$ cat src/rtl/mul_shift_add_32_bit.sv
// Multi-cycle unsigned 32x32->64 shift-add multiplier wrapped around an external ripple-carry adder.
// Optional signed mode (magnitude load plus a final NEG step) is enabled with MUL_SIGNED_EN.
module mul_shift_add_32_bit #(
    parameter int WIDTH = 32,
    parameter int CNT_W = 6
) (
    input  logic               clk,
    input  logic               rstb,
    input  logic               start,
    input  logic [WIDTH-1:0]   a,
    input  logic [WIDTH-1:0]   b,
`ifdef MUL_SIGNED_EN
    input  logic               is_signed,
`endif
    output logic               busy,
    output logic               done,
    output logic [2*WIDTH-1:0] product,
    output logic [WIDTH-1:0]   add_x,
    output logic [WIDTH-1:0]   add_y,
    input  logic [WIDTH-1:0]   add_sum,
    input  logic               add_co
);

    typedef enum logic [1:0] {IDLE, RUN, NEG, DONE} state_t;

    state_t             state_q, state_d;
    logic [WIDTH-1:0]   mcand_q, mcand_d;
    logic [WIDTH-1:0]   hi_q, hi_d;
    logic [WIDTH-1:0]   lo_q, lo_d;
    logic [CNT_W-1:0]   cnt_q, cnt_d;
    logic [2*WIDTH-1:0] product_q, product_d;
    logic               busy_q, busy_d;
    logic               done_q, done_d;
    logic [WIDTH-1:0]   a_ld, b_ld;
    logic [2*WIDTH-1:0] shift;

`ifdef MUL_SIGNED_EN
    logic neg_q, neg_d;
    // Negation of 32'h80000000 wraps to itself, which reads correctly as magnitude 2^31.
    assign a_ld = (is_signed && a[WIDTH-1]) ? -a : a;
    assign b_ld = (is_signed && b[WIDTH-1]) ? -b : b;
`else
    assign a_ld = a;
    assign b_ld = b;
`endif

    assign add_x = hi_q;
    assign add_y = lo_q[0] ? mcand_q : '0;
    // Carry-out becomes the new top bit, so nothing is lost on the right shift.
    assign shift = {add_co, add_sum, lo_q[WIDTH-1:1]};

    always_comb begin
        state_d   = state_q;
        mcand_d   = mcand_q;
        hi_d      = hi_q;
        lo_d      = lo_q;
        cnt_d     = cnt_q;
        product_d = product_q;
        busy_d    = busy_q;
        done_d    = 1'b0;
`ifdef MUL_SIGNED_EN
        neg_d     = neg_q;
`endif
        case (state_q)
            IDLE: begin
                if (start) begin
                    mcand_d = a_ld;
                    lo_d    = b_ld;
                    hi_d    = '0;
                    cnt_d   = '0;
                    busy_d  = 1'b1;
                    state_d = RUN;
`ifdef MUL_SIGNED_EN
                    neg_d   = is_signed & (a[WIDTH-1] ^ b[WIDTH-1]);
`endif
                end
            end
            RUN: begin
                {hi_d, lo_d} = shift;
                cnt_d        = cnt_q + CNT_W'(1);
                if (cnt_q == CNT_W'(WIDTH-1)) begin
`ifdef MUL_SIGNED_EN
                    state_d = NEG;
`else
                    product_d = shift;
                    busy_d    = 1'b0;
                    done_d    = 1'b1;
                    state_d   = DONE;
`endif
                end
            end
`ifdef MUL_SIGNED_EN
            NEG: begin
                product_d = neg_q ? -{hi_q, lo_q} : {hi_q, lo_q};
                busy_d    = 1'b0;
                done_d    = 1'b1;
                state_d   = DONE;
            end
`endif
            DONE: state_d = IDLE;
            default: begin
                busy_d  = 1'b0;
                state_d = IDLE;
            end
        endcase
    end

    always_ff @(posedge clk or negedge rstb) begin
        if (!rstb) begin
            state_q   <= IDLE;
            mcand_q   <= '0;
            hi_q      <= '0;
            lo_q      <= '0;
            cnt_q     <= '0;
            product_q <= '0;
            busy_q    <= 1'b0;
            done_q    <= 1'b0;
`ifdef MUL_SIGNED_EN
            neg_q     <= 1'b0;
`endif
        end else begin
            state_q   <= state_d;
            mcand_q   <= mcand_d;
            hi_q      <= hi_d;
            lo_q      <= lo_d;
            cnt_q     <= cnt_d;
            product_q <= product_d;
            busy_q    <= busy_d;
            done_q    <= done_d;
`ifdef MUL_SIGNED_EN
            neg_q     <= neg_d;
`endif
        end
    end

    assign busy    = busy_q;
    assign done    = done_q;
    assign product = product_q;

endmodule

$ cat config.mk
export PLATFORM = sky130hd
export DESIGN_NAME = mul_shift_add_32_bit
export DESIGN_NICKNAME = d
export VERILOG_FILES = /design/src/rtl/mul_shift_add_32_bit.sv
export SDC_FILE = /design/constraint.sdc
export NUM_CORES = 1
export LEC_CHECK = 0
export BUFFER_PORTS_ARGS = -buffer_cell sky130_fd_sc_hd__buf_2
export CAP_MARGIN = 15
export CORE_AREA = 2 2 126 128
export CTS_CLUSTER_DIAMETER = 50
export CTS_CLUSTER_SIZE = 40
export DETAILED_ROUTE_END_ITERATION = 12
export DIE_AREA = 0 0 128 130
export PLACE_DENSITY = 0.73
export SYNTH_ARGS = -nofsm -noshare
export SYNTH_HDL_FRONTEND = slang
export SYNTH_SLANG_ARGS = --single-unit
$ cat constraint.sdc
create_clock -name clk -period 2.1 [get_ports clk]
set_clock_uncertainty 0.05 [all_clocks]
set_input_delay 0.21 -clock clk [delete_from_list [all_inputs] [get_ports clk]]
set_output_delay 0.21 -clock clk [all_outputs]
set_load 0.1 [all_outputs]
==> results.py, run 1 <==
metrics = {
    "min_path": {
        "whs_path_depth": 3,
        "hp-class": "in -> reg",
    },
    "grt": {
        "overflow": 0,
        "grt_pass1_vias": 5438,
        "antenna_found_initial": 1,
        "grt_use_met3": 0.0517,
        "met2_usage": 0.360,
        "grt_max_degree": 76,
        "met1_usage": 0.255,
        "top_usage_layer": "met2",
        "grt_use_total": 0.211,
        "grt_pass1_wl_um": 27400,
    },
    "placed_design": {
        "io_buffer_count": 229,
        "gp_congestion": 0.772,
        "placed_cell_area_mm2": 0.00813,
        "hpwl_um": 11300,
        "dp_slack_ns": 0.182,
    },
    "timing": {
        "rsz0062_at_grt": "false",
        "hold_slack_ns": 0.0212,
        "relSlewSlack": 0.658,
        "timing.final.crit_share": 0.945,
        "fin_crit_ns": 1.99,
        "drv_slew": 0,
        "maxClockFrequency_ghz": 0.504,
        "tns_ns": 0,
        "fin_ws_ns": 0.115,
        "setup_viol": 0,
        "hold_violations": 0,
        "worst_pin_slew_ns": 0.516,
    },
    "floorplanning": {
        "rows": 46,
        "die-area_mm2": 0.0166,
        "io_pins": 230,
        "coreArea_mm2": 0.0154,
        "die-height_um": 130,
        "dieWidth_um": 128,
        "start_util": 0.439,
    },
    "yosys": {
        "synth.distinct_cells": 32,
        "synth_nets": 595,
        "ys.warnings.count": 0,
        "syn-instance-count": 494,
        "synth_area_mm2": 0.00677,
        "synth-seq-area-share": 0.628,
        "ys_ff_latch": 170,
        "syn-mean-instance-area_um2": 13.7,
    },
    "worst_setup_path": {
        "crit_path_max_fanout": 34,
        "cp_slowest_cell": "dfrtp_2",
        "cp.required_ns": 1.84,
        "startpoint_type": "flip-flop",
        "crit_type": "reg -> out",
        "path_cells": "and2_1 -> buf_2",
        "reg2reg_depth": 5,
        "end_kind": "output pin",
        "max_stage_delay_ns": 0.65,
        "worst_ep_arrival_time_ns": 1.73,
    },
    "route": {
        "drt-total-wl_um": 17200,
        "ant_nets": 0,
        "drc_errors": 0,
        "via_count": 5138,
        "viasPerCell": 5.19,
        "wire_per_inst_um": 17.4,
        "drt_iter0_drc": 230,
        "drtPass1Iterations": 4,
    },
    "clock_network": {
        "cts_htree_levels": 4,
        "clk_pin_slew_ns": 0.07,
        "post_cts_buffers": 0,
        "cts_sinks": 170,
        "cts_tree": "yes",
        "clk_path_buf_depth": 2,
        "clk_latency_ns": 0.42,
        "cts_buffers": 17,
        "cts_root_buf": "clkbuf_16",
    },
    "layout": {
        "drive_gt1_frac": 0.416,
        "areaGrowthSynthToFinish_pct": 39.1,
        "layout.nets": 886,
        "n_antenna_cell": 0,
        "finalInstanceArea_mm2": 0.00942,
    },
    "run": {
        "maxCapViolations": 0,
    },
    "run_status": {
        "status": "complete, no violations",
    },
}
[state kept, by name, indices dropped and copies added, names as in the netlist]
signal and cells:
add_x 32, busy 1, cnt_q 6, done 1, lo_q 32, mcand_q 32
product 64, state_q 2
[final cells by class]
type | instances | area [um2]
clock buffers | 22 | 484
clock inverters | 10 | 139
fillers | 1217 | 6010
inverters | 3 | 11.3
multi-input cells | 285 | 2300
flip-flops and latches | 170 | 4260
well taps | 192 | 240
repair buffers | 308 | 1990
[final timing paths]
check / startpoint / end / slack, ns
max in group asynchronous: rstb / add_x[16] / 1.08
min in group asynchronous: rstb / mcand_q[13] / 0.20
max: lo_q[0] / add_y[11] / 0.11
min: b[17] / lo_q[17] / 0.02
min reg2reg: product[39] / product[39] / 0.43
max reg2reg: cnt_q[0] / product[40] / 0.18
[cell usage after synthesis]
cell type | number | area, um2
nand2b_1 | 2 | 12.5
nor3b_1 | 1 | 7.51
nor3_1 | 1 | 5.00
a31oi_1 | 1 | 6.26
a22o_1 | 33 | 289
clkbuf_1 | 16 | 60.1
nor2_1 | 3 | 11.3
mux2i_1 | 2 | 20.0
buf_6 | 1 | 11.3
buf_2 | 8 | 40.0
inv_1 | 3 | 11.3
and2b_1 | 1 | 7.51
dfrtp_1 | 170 | 4250
nand4_1 | 1 | 6.26
o21bai_1 | 1 | 7.51
nand4b_1 | 1 | 8.76
nor2b_1 | 2 | 12.5
mux2_2 | 54 | 608
a21oi_1 | 2 | 10.0
a22oi_1 | 32 | 240
o21ai_0 | 32 | 160
mux2_1 | 42 | 473
buf_4 | 7 | 52.6
nor3b_4 | 1 | 18.8
ha_1 | 1 | 12.5
o22ai_1 | 2 | 12.5
nor3_2 | 1 | 10.0
buf_8 | 4 | 60.1
o21ai_1 | 2 | 10.0
nand3_1 | 1 | 5.00
nand2_1 | 34 | 128
and2_1 | 32 | 200
[repair_timing]
item,in CTS,in global routing
hold endpoints to repair,131,0
resized for setup,1,0
endpoints found under the setup margin,32,0
hold buffers,66,0
[cell usage in the layout (no fill, tap or decap), drive strengths merged, types with 3 or more instances in the layout]
cell         count
nor2             3
bufinv           3
inv              4
buf            242
mux2            96
clkbuf          22
dlygate4sd3     66
nand2           34
a22oi           32
dfrtp          170
clkinv           6
o21ai           34
a22o            33
and2            32
[through the flow]
step / cells / util
5_1_grt: 990 / 0.611
2_1_floorplan: 494 / -
3_3_place_gp: 892 / 0.527
4_1_cts: 990 / 0.611
3_5_place_dp: 892 / 0.527
6_report: 990 / 0.611
[worst max-delay path, delay by kind of cell (launching register included)]
kind / cells / cell delay (ns)
buffers and inverters: 1 / 0.43
flip-flops: 1 / 0.65
AND/OR/NAND/NOR: 1 / 0.22
[metal layers]
| metal | vias up | part of all wire |
|---|---|---|
| met3 | 42 | 0.060 |
| li1 | 2339 | - |
| met4 | 2 | 0.030 |
| met5 | - | 0.00075 |
| met1 | 2557 | 0.41 |
| met2 | 198 | 0.50 |
[cell families after synthesis]
group                    Yosys count  share of synthesized area
flip-flops                       170                      0.628
AND/OR/NAND/NOR                   81                     0.0639
buffers and inverters             39                     0.0347
AO/OA/AOI/OAI                    105                      0.109
multiplexers                      98                      0.163
adder cells (fa/ha/maj)            1                    0.00185
Power of run 1 is left out: the tool's default activity adds up to more than one toggle a clock period on the data nets, which glitch-free logic cannot reach.
==> inputs of run 2 (changes only) <==
--- a/config.mk
+++ b/config.mk
@@ -7,12 +7,12 @@
 export LEC_CHECK = 0
 export BUFFER_PORTS_ARGS = -buffer_cell sky130_fd_sc_hd__buf_2
 export CAP_MARGIN = 15
-export CORE_AREA = 2 2 126 128
+export CORE_AREA = 2 2 120 122
 export CTS_CLUSTER_DIAMETER = 50
 export CTS_CLUSTER_SIZE = 40
 export DETAILED_ROUTE_END_ITERATION = 12
-export DIE_AREA = 0 0 128 130
-export PLACE_DENSITY = 0.73
+export DIE_AREA = 0 0 122 124
+export PLACE_DENSITY = 0.79
 export SYNTH_ARGS = -nofsm -noshare
 export SYNTH_HDL_FRONTEND = slang
 export SYNTH_SLANG_ARGS = --single-unit
==> run 2 against run 1 <==
  * Die area shrank 9.1%
  * Design area shrank 0.50%
  * Maximum frequency grew 0.35%
  * Worst setup slack gained 0.0069 ns
  * Non-clock buffer count grew 3
  * Critical path depth is the same
  * Largest cell class unchanged
==> results.py, run 2 (same netlist as run 1, synthesis figures left out) <==
metrics = {
    "clock_network": {
        "clk_path_buf_depth": 2,
        "cts_buffers": 17,
        "cts_sinks": 170,
        "clk_pin_slew_ns": 0.06,
        "clk_latency_ns": 0.41,
        "cts_htree_levels": 4,
        "cts_root_buf": "clkbuf_16",
        "cts_tree": "yes",
        "post_cts_buffers": 0,
    },
    "route": {
        "via_count": 5149,
        "drc_errors": 0,
        "wire_per_inst_um": 17.6,
        "ant_nets": 0,
        "drt-total-wl_um": 17300,
        "drtPass1Iterations": 7,
        "drt_iter0_drc": 265,
        "viasPerCell": 5.25,
    },
    "worst_setup_path": {
        "reg2reg_slack_ns": 0.17,
        "end_kind": "output pin",
        "crit_path_max_fanout": 34,
        "crit_type": "reg -> out",
        "cp.required_ns": 1.84,
        "startpoint_type": "flip-flop",
        "worst_ep_arrival_time_ns": 1.72,
    },
    "timing": {
        "maxClockFrequency_ghz": 0.505,
        "relSlewSlack": 0.620,
        "drv_slew": 0,
        "setup_viol": 0,
        "worst_pin_slew_ns": 0.570,
        "hold_violations": 0,
        "fin_ws_ns": 0.121,
        "tns_ns": 0,
        "timing.final.crit_share": 0.942,
        "fin_crit_ns": 1.98,
        "rsz0062_at_grt": "false",
    },
    "floorplanning": {
        "die-area_mm2": 0.0151,
        "die-height_um": 124,
        "dieWidth_um": 122,
        "io_pins": 230,
        "start_util": 0.494,
        "coreArea_mm2": 0.0137,
        "rows": 43,
    },
    "grt": {
        "overflow": 0,
        "antenna_found_initial": 0,
        "grt_use_total": 0.230,
        "grt_max_degree": 62,
        "grt_pass1_wl_um": 26900,
        "grt_pass1_vias": 5364,
    },
    "placed_design": {
        "gp_congestion": 0.773,
        "hpwl_um": 11100,
        "io_buffer_count": 229,
        "dp_slack_ns": 0.189,
    },
    "layout": {
        "n_fill_cell": 982,
        "areaGrowthSynthToFinish_pct": 38.4,
        "mostFrequentLayoutCells": "buf_2 (228), dfrtp_1 (169), dlygate4sd3_1 (66), mux2_2 (54), mux2_1 (42)",
        "final_common_cell": "buf_2",
        "seq_area_mm2": 0.00426,
        "drive_gt1_frac": 0.416,
        "n_antenna_cell": 0,
        "layout.nets": 889,
        "multi_input_area_mm2": 0.00230,
        "largest_reg_flops": 64,
    },
    "min_path": {
        "hp-class": "in -> reg",
    },
    "run": {
        "maxCapViolations": 0,
    },
    "run_status": {
        "status": "complete, no violations",
    },
}
-- run 2: changes by cell type in the layout (fill, tap and decap cells not counted), sizes merged --
cell,previous run,this run
buf,242,245
clkinvlp,0,2
bufinv,3,2
clkbuf,22,23
clkinv,6,5
inv,4,3
-- run 2: path summary, 6_finish.rpt --
path,start,cells after the start,endpoint
max,lo_q[0],2,add_y[20]
min,b[17],3,lo_q[17]
max reg2reg,state_q[0],4,product[41]
min reg2reg,cnt_q[4],1,cnt_q[4]
max in group asynchronous,rstb,3,product[40]
min in group asynchronous,rstb,2,mcand_q[10]
-- run 2: worst max-delay path, cell delays in order (launching register included) --
cell	delay, ns
dfrtp_2	0.64
and2_1	0.22
buf_2	0.43
-- run 2: through the flow --
stage,cells,utilization,hold slack [ns],area [um2]
3_5_place_dp,883,0.592,0.184,8120
2_1_floorplan,494,-,-0.136,6770
3_3_place_gp,883,0.592,0.176,8120
5_1_grt,981,0.683,0.0446,9370
4_1_cts,981,0.683,0.0248,9370
6_report,981,0.683,0.0375,9370
-- run 2: repair_timing --
item	4_1_cts	5_1_grt
endpoints found under the setup margin	32	0
hold buffers	66	0
endpoints found under the hold margin	146	0
resized for setup	1	0
-- run 2: per-layer routing --
metal | up-vias | share of wire | GRT usage | wire length [um]
li1 | 2358 | - | - | -
met1 | 2551 | 0.40 | 0.281 | 6980
met2 | 206 | 0.51 | 0.399 | 8780
met3 | 34 | 0.067 | 0.0549 | 1150
met4 | 0 | 0.022 | 0.0862 | 382
met5 | - | 0 | 0 | 0
-- run 2: layout make-up --
type                       instances  area share
multi-input combinational        285       0.246
clock inverter                     9      0.0123
inverter                           3     0.00120
clock buffer                      23      0.0510
sequential                       170       0.454
tap                              180      0.0240
timing repair buffer             311       0.212
Power of run 2 is left out for the same reason.
